===== src/rtl/intersection_ctrl.sv =====
// Two-road intersection controller: demand-actuated main-road (NS) green with fixed side-road phase.
// Optional pedestrian walk phase on the side-road green is enabled by defining PED_WALK_EN.
module intersection_ctrl #(
    parameter int NS_MIN_GREEN = 8,
    parameter int EW_GREEN     = 5,
    parameter int YELLOW       = 2,
    parameter int ALL_RED      = 1
) (
    input  logic clk,
    input  logic reset,
    input  logic ew_req,
    input  logic ped_req,
    output logic ns_red,
    output logic ns_yellow,
    output logic ns_green,
    output logic ew_red,
    output logic ew_yellow,
    output logic ew_green,
    output logic walk
);

    typedef enum logic [2:0] {
        NS_G = 3'd0,
        NS_Y = 3'd1,
        AR_A = 3'd2,
        EW_G = 3'd3,
        EW_Y = 3'd4,
        AR_B = 3'd5
    } state_t;

    // Last counter value of each dwell; a state exits when the counter reaches it.
    localparam logic [3:0] NS_LAST = 4'(NS_MIN_GREEN - 1);
    localparam logic [3:0] EW_LAST = 4'(EW_GREEN - 1);
    localparam logic [3:0] Y_LAST  = 4'(YELLOW - 1);
    localparam logic [3:0] AR_LAST = 4'(ALL_RED - 1);

    state_t     state_reg;
    state_t     state_next;
    logic [3:0] cnt_reg;
    logic [3:0] cnt_next;
    logic       ped_pend;

    // ------------------------------------------------------------------
    // Phase sequencing
    // ------------------------------------------------------------------
    always_comb begin
        state_next = state_reg;
        cnt_next   = cnt_reg + 4'd1;
        case (state_reg)
            NS_G: begin
                if (cnt_reg >= NS_LAST) begin
                    if (ew_req || ped_pend) begin
                        state_next = NS_Y;
                        cnt_next   = 4'd0;
                    end else begin
                        cnt_next = NS_LAST;
                    end
                end
            end
            NS_Y: begin
                if (cnt_reg >= Y_LAST) begin
                    state_next = AR_A;
                    cnt_next   = 4'd0;
                end
            end
            AR_A: begin
                if (cnt_reg >= AR_LAST) begin
                    state_next = EW_G;
                    cnt_next   = 4'd0;
                end
            end
            EW_G: begin
                if (cnt_reg >= EW_LAST) begin
                    state_next = EW_Y;
                    cnt_next   = 4'd0;
                end
            end
            EW_Y: begin
                if (cnt_reg >= Y_LAST) begin
                    state_next = AR_B;
                    cnt_next   = 4'd0;
                end
            end
            AR_B: begin
                if (cnt_reg >= AR_LAST) begin
                    state_next = NS_G;
                    cnt_next   = 4'd0;
                end
            end
            default: begin
                state_next = AR_B;
                cnt_next   = 4'd0;
            end
        endcase
    end

    always_ff @(posedge clk or posedge reset) begin
        if (reset) begin
            state_reg <= AR_B;
            cnt_reg   <= 4'd0;
        end else begin
            state_reg <= state_next;
            cnt_reg   <= cnt_next;
        end
    end

    // ------------------------------------------------------------------
    // Lamp decode; any unknown encoding shows red on both roads.
    // ------------------------------------------------------------------
    always_comb begin
        ns_red    = 1'b0;
        ns_yellow = 1'b0;
        ns_green  = 1'b0;
        ew_red    = 1'b0;
        ew_yellow = 1'b0;
        ew_green  = 1'b0;
        case (state_reg)
            NS_G: begin
                ns_green = 1'b1;
                ew_red   = 1'b1;
            end
            NS_Y: begin
                ns_yellow = 1'b1;
                ew_red    = 1'b1;
            end
            EW_G: begin
                ns_red   = 1'b1;
                ew_green = 1'b1;
            end
            EW_Y: begin
                ns_red    = 1'b1;
                ew_yellow = 1'b1;
            end
            default: begin
                ns_red = 1'b1;
                ew_red = 1'b1;
            end
        endcase
    end

    // ------------------------------------------------------------------
    // Pedestrian request latch and walk phase
    // ------------------------------------------------------------------
`ifdef PED_WALK_EN
    logic ped_pend_reg;
    logic ped_pend_next;
    logic walk_act_reg;
    logic walk_act_next;
    logic entering_ew;
    logic staying_ew;

    assign entering_ew = (state_reg == AR_A) && (state_next == EW_G);
    assign staying_ew  = (state_reg == EW_G) && (state_next == EW_G);

    always_comb begin
        ped_pend_next = ped_pend_reg;
        walk_act_next = 1'b0;
        if (entering_ew) begin
            // The pending request (or one arriving right now) is served by this phase.
            walk_act_next = ped_pend_reg || ped_req;
            ped_pend_next = 1'b0;
        end else begin
            if (staying_ew) begin
                walk_act_next = walk_act_reg;
            end
            // A press during an active walk is already being served.
            if (ped_req && !((state_reg == EW_G) && walk_act_reg)) begin
                ped_pend_next = 1'b1;
            end
        end
    end

    always_ff @(posedge clk or posedge reset) begin
        if (reset) begin
            ped_pend_reg <= 1'b0;
            walk_act_reg <= 1'b0;
        end else begin
            ped_pend_reg <= ped_pend_next;
            walk_act_reg <= walk_act_next;
        end
    end

    assign ped_pend = ped_pend_reg;
    assign walk     = walk_act_reg && (state_reg == EW_G);
`else
    // Without the walk feature the button has no effect on sequencing.
    logic unused_ped_req;

    assign unused_ped_req = ped_req;
    assign ped_pend       = 1'b0;
    assign walk           = 1'b0;
`endif

endmodule

===== config.mk =====
export PLATFORM = sky130hd
export DESIGN_NAME = intersection_ctrl
export DESIGN_NICKNAME = d
export VERILOG_FILES = /design/src/rtl/intersection_ctrl.sv
export SDC_FILE = /design/constraint.sdc
export NUM_CORES = 1
export LEC_CHECK = 0
export BUFFER_PORTS_ARGS = -buffer_cell sky130_fd_sc_hd__clkbuf_2
export CAP_MARGIN = 40
export CORE_AREA = 2 2 39 41
export DETAILED_ROUTE_END_ITERATION = 7
export DIE_AREA = 0 0 41 43
export PLACE_DENSITY = 0.71
export SLEW_MARGIN = 20
export SYNTH_ARGS = -nofsm -noshare
export SYNTH_HDL_FRONTEND = slang
export SYNTH_SLANG_ARGS = --single-unit

===== constraint.sdc =====
create_clock -name clk -period 1.3 [get_ports clk]
set_input_delay 0.26 -clock clk [delete_from_list [all_inputs] [get_ports clk]]
set_output_delay 0.26 -clock clk [all_outputs]
set_load 0.02 [all_outputs]

==> results.cfg, run 1 <==
[run_status]
status = finished, violations left
failed_checks = negative setup slack

[synthesis]
ys_seq_elements = 7
syn-cell-area_um2 = 518.0
syn_inst = 60
yosysSeqAreaShare_pct = 34.30
synth_fp_nets = 67
synth_cell_types = 30
avgSynthCellArea_um2 = 8.633
synth-warning-count = 0

[die]
dieWidth_um = 41
start_util_pct = 37.43
fp-row-count = 14
io_pins = 11
dieHeight_um = 43
design.core.area_um2 = 1384
die_area_um2 = 1763

[routing]
drcViolationCount = 0
wl_per_cell_um = 14.86
vias = 528
wl_mm = 1.545
drt-pass1-iter-count = 4
drtIter0Drc = 4
antenna_left = 0
viasPerCell = 5.077

[sta]
fmax_ghz = 0.6574
fin_skew_ns = 0.0003054
setup_viol = 12
final_hold_viol_count = 0
final.setup.worst_slack_ns = -0.2211
fin_crit_ns = 1.521
period_share_pct = 117.0
rsz0062_at_grt = true
tns_ns = -1.309
slew_violations = 0

[clocking]
cts.clk_slew.worst_paths_ns = 0.05
cts_root_buf = clkbuf_4
clk_latency_ns = 0.24
htreeDepth = 1
clockBufferDepth = 2
cts.sinks = 7
cts_tree = yes
cts_buffers = 3

[critical_path]
max_stage_delay_ns = 0.63
critPathMaxFanout = 6
cp_num_buf_inv = 2
worst-path-stages = 4
worst_setup_path_start_kind = flip-flop
r2r_start = state_reg[0]
arrival_ns = 1.26
cp_cell_sequence = buf_6 -> nor3b_4 -> nor2_2 -> buf_6
required_ns = 1.04
cp-startpoint = state_reg[0]
rrSetupSlack_ns = -0.09
rr_worst_depth = 5
slowest_stage = dfstp_2
crit_family = flip-flops
cp-end-kind = primary output
cp_common_cell = buf_6
path_class = reg -> out

[global_route]
grt_max_degree = 8
grt_overflow = 0
antenna_found_initial = 0
first_global_vias = 503
grt_first_pass_wirelength_mm = 2.063
grt_usage_pct = 17.82

[power_and_ir_drop]
p_leak_nw = 0.4073
ir_drop_uv = 1053
powerDensity_nw_per_um2 = 2615

[layout]
final_core_util_pct = 67.18
fin_nets = 96
syn2layout_area_growth_pct = 79.47
diodes = 0
drive_gt1_share_pct = 62.50
n_fill_cell = 105

[hold_path]
hold_class = in -> reg
whs_path_depth = 4
hold_start = ew_req

[place]
numPortBuffers = 8
dpl.hpwl_um = 903.3
gp_congestion = 0.7163

[run]
cap_violations = 0
-- layer usage --
metal,GRT usage [%],wire length (µm),vias to the layer above
li1,-,-,258
met2,27.81,860,11
met1,20.88,625,255
met5,0,0,-
met4,13.33,21,0
met3,2.094,38,4
-- layout by cell type, fill, tap and decap left out, types with 2 or more instances in the layout --
cell type	n
buf_8	2
or2_4	2
inv_1	5
buf_4	13
nand2b_4	2
a21oi_2	2
clkbuf_2	2
clkbuf_8	2
o21ai_1	2
nor2_4	2
nand2_1	3
dfrtp_1	4
o21ai_2	2
a21oi_1	3
clkbuf_4	3
nor2_1	3
dfstp_2	2
inv_2	2
nand3_1	2
o211ai_1	2
ha_4	3
buf_6	6
-- what timing repair did --
| item | in CTS | in global routing |
|---|---|---|
| gates resized for setup | 22 | 17 |
| hold endpoints to repair | 5 | 0 |
| pin swaps | 5 | 7 |
| setup endpoints to repair | 12 | 12 |
| hold buffers | 1 | 0 |
| setup buffers | 3 | 4 |
-- tightest hold or removal path: stages --
cell	delay (ns)
clkbuf_2	0.12
nor4_4	0.06
a31oi_4	0.14
o21ai_2	0.06
-- cell type report --
class	count	area (µm²)	share of cell area [%]
sequential	7	178.9	19.25
inverter	7	26.28	2.826
timing repair buffer	26	242.7	26.11
multi-input combinational	44	435.4	46.84
clock buffer	4	26.28	2.826
tap	16	20.02	2.153
-- Yosys cell counts --
cell,number,area share [%]
conb_1,1,0.72
buf_4,1,1.4
o2111a_1,1,2.2
nand3_1,2,1.9
nor2_1,5,3.6
nor4_1,1,1.2
a22oi_1,1,1.4
and2b_1,1,1.4
a21oi_1,5,4.8
or2_4,2,3.4
ha_1,3,7.2
o211ai_1,2,2.9
a31oi_1,2,2.4
dfrtp_1,5,24
o21ai_2,2,3.4
nor3b_1,1,1.4
nand2b_1,3,3.6
nor3b_2,1,2.4
a21oi_2,1,1.7
nand2_1,3,2.2
dfstp_2,2,10
nor3_1,1,0.97
xor2_1,1,1.7
nor3_4,1,3.1
or3_1,1,1.2
o21ai_0,1,0.97
nor2_2,1,1.2
o21ai_1,1,0.97
inv_1,7,5.1
buf_2,1,0.97
-- per-stage QoR --
stage / cell area [µm²] / worst slack, ns / instances / hold WS (ns) / total power [mW]
floorplan: 556.8 / -0.05737 / 60 / 0.06195 / 1.289
global placement: 704.4 / -0.03044 / 94 / 0.1651 / 1.700
detailed placement: 704.4 / -0.06211 / 94 / 0.1678 / 1.725
CTS: 833.3 / -0.2196 / 101 / 0.4131 / 2.162
global route: 929.6 / -0.2703 / 104 / 0.4520 / 2.583
finish: 929.6 / -0.2211 / 104 / 0.4544 / 2.431
-- logic make-up (layout without fill, tap and decap cells) --
group           count (synthesis)  after routing  synth area share, %
fa+ha+maj                       3              3                7.247
buf+inv                         9             37                7.488
simple gates                   23             23                27.78
flops                           7              7                34.30
xor+xnor                        1              1                1.691
compound gates                 16             16                20.77
other cells                     1              1               0.7239
-- final timing paths --
check / end
hold / removal: cnt_reg[1]
hold reg to reg: state_reg[1]
max in group asynchronous: state_reg[0]
setup reg to reg: cnt_reg[2]
min in group asynchronous: state_reg[1]
setup / recovery: ew_red
-- power breakdown --
group / internal, mW / switching, mW / total, mW
registers: 0.333 / 0.119 / 0.451
logic: 0.919 / 0.878 / 1.80
clock network: 0.116 / 0.0661 / 0.182
total: 1.37 / 1.06 / 2.43
No activity file was read; power rests on OpenSTA's default activity.
==> run 2, diff against run 1 <==
--- a/config.mk
+++ b/config.mk
@@ -7,10 +7,9 @@
 export LEC_CHECK = 0
 export BUFFER_PORTS_ARGS = -buffer_cell sky130_fd_sc_hd__clkbuf_2
 export CAP_MARGIN = 40
-export CORE_AREA = 2 2 39 41
+export CORE_UTILIZATION = 35
 export DETAILED_ROUTE_END_ITERATION = 7
-export DIE_AREA = 0 0 41 43
-export PLACE_DENSITY = 0.71
+export PLACE_DENSITY = 0.66
 export SLEW_MARGIN = 20
 export SYNTH_ARGS = -nofsm -noshare
 export SYNTH_HDL_FRONTEND = slang
==> constraint.sdc (replaced) <==
create_clock -name clk -period 1.3 [get_ports clk]
set_input_delay 0.39 -clock clk [delete_from_list [all_inputs] [get_ports clk]]
set_output_delay 0.39 -clock clk [all_outputs]
set_load 0.02 [all_outputs]
==> results.cfg, run 2 (synthesis gave the netlist of run 1 again) <==
[run_status]
status = finished, violations left
failed_checks = negative setup slack

[place]
gp_congestion = 0.6870
dpl.hpwl_um = 924
post_dp_cell_area_um2 = 711.9
dp.cells = 93
numPortBuffers = 8
post-place-ws_ns = -0.1157

[routing]
viasPerCell = 4.919
drt-pass1-iter-count = 4
wl_mm = 1.126
vias = 487
drtIter0Drc = 19
antenna_left = 0
drcViolationCount = 0
wl_per_cell_um = 11.37

[die]
fp-row-count = 13
dieWidth_um = 40.47
dieHeight_um = 40.47
design.core.area_um2 = 1334
start_util_pct = 38.84
die_area_um2 = 1638
io_pins = 11

[critical_path]
path_class = reg -> out
required_ns = 0.91
cp-end-kind = primary output
crit_family = flip-flops
worst_setup_path_start_kind = flip-flop
rr_worst_depth = 6
max_stage_delay_ns = 0.55
cp_cell_sequence = nor3b_4 -> buf_4
arrival_ns = 1.24
slowest_stage = dfstp_2
r2r_start = cnt_reg[1]
critPathMaxFanout = 4
cp_num_buf_inv = 1
r2r_end = cnt_reg[2]
rrSetupSlack_ns = -0.06

[layout]
final_cell_mix = buf_4 (12), inv_1 (4), nor2_4 (4), buf_8 (4)
n_fill_cell = 103
syn2layout_area_growth_pct = 65.94
drive_gt1_share_pct = 63.10
final_core_util_pct = 64.45
post-route-cell-area_um2 = 859.6
multi_input_comb_area_um2 = 400.4
layout_commonest_cell = buf_4
fin_cells = 99
register_area_um2 = 180.2
fin_nets = 92
diodes = 0

[clocking]
cts.clk_slew.worst_paths_ns = 0.05
cts_tree = yes
cts_root_buf = clkbuf_4
cts_buffers = 3
htreeDepth = 1
cts.sinks = 7
clockBufferDepth = 2
clk_latency_ns = 0.24

[global_route]
first_global_vias = 431
grt_max_degree = 8
grt_overflow = 0
grt_usage_pct = 16.42
grt_first_pass_wirelength_mm = 1.718
antenna_found_initial = 0

[sta]
slew_violations = 0
whs_ns = 0.03972
final_hold_viol_count = 0
setup_viol = 11
final.setup.worst_slack_ns = -0.3317
fmax_ghz = 0.6128
fin_crit_ns = 1.632
fin_skew_ns = 0.0002139
period_share_pct = 125.5
tns_ns = -1.986
rsz0062_at_grt = true

[power_and_ir_drop]
p_leak_nw = 0.3781
power_mw = 2.394
ir_drop_uv = 1239
powerDensity_nw_per_um2 = 2785

[run]
cap_violations = 0

[hold_path]
hold_class = in -> async
==> run 2: what timing repair did <==
item / in CTS / in global routing
hold buffers: 0 / 0
setup buffers: 2 / 0
pin swaps: 3 / 4
endpoints found under the setup margin: 11 / 12
gates resized for setup: 15 / 13
==> run 2: report_power, final <==
part	internal, mW	switching (mW)
Clock	0.116	0.0667
Sequential	0.335	0.116
Combinational	0.935	0.824
==> run 2: area by class of cell <==
type                    count  share of cell area [%]
repair buffers             22                   24.16
inverters                   7                   3.057
flip-flops and latches      7                   20.96
clock buffers               4                   3.057
multi-input cells          44                   46.58
well taps                  15                   2.183
==> run 2: layer usage <==
layer	track usage [%]	vias up	wire [µm]
met2	25.79	18	562
li1	-	251	-
met1	19.32	218	522
met3	3.889	0	40
met5	0	-	0
met4	11.67	0	0
==> run 2: worst max path at each step <==
stage	start	to	depth (start not counted)
2_1_floorplan	flip-flop	ew_red	2
6_report	flip-flop	ew_yellow	2
5_1_grt	flip-flop	ew_yellow	2
3_5_place_dp	flip-flop	ew_yellow	2
3_3_place_gp	flip-flop	ew_yellow	2
4_1_cts	flip-flop	ew_yellow	2
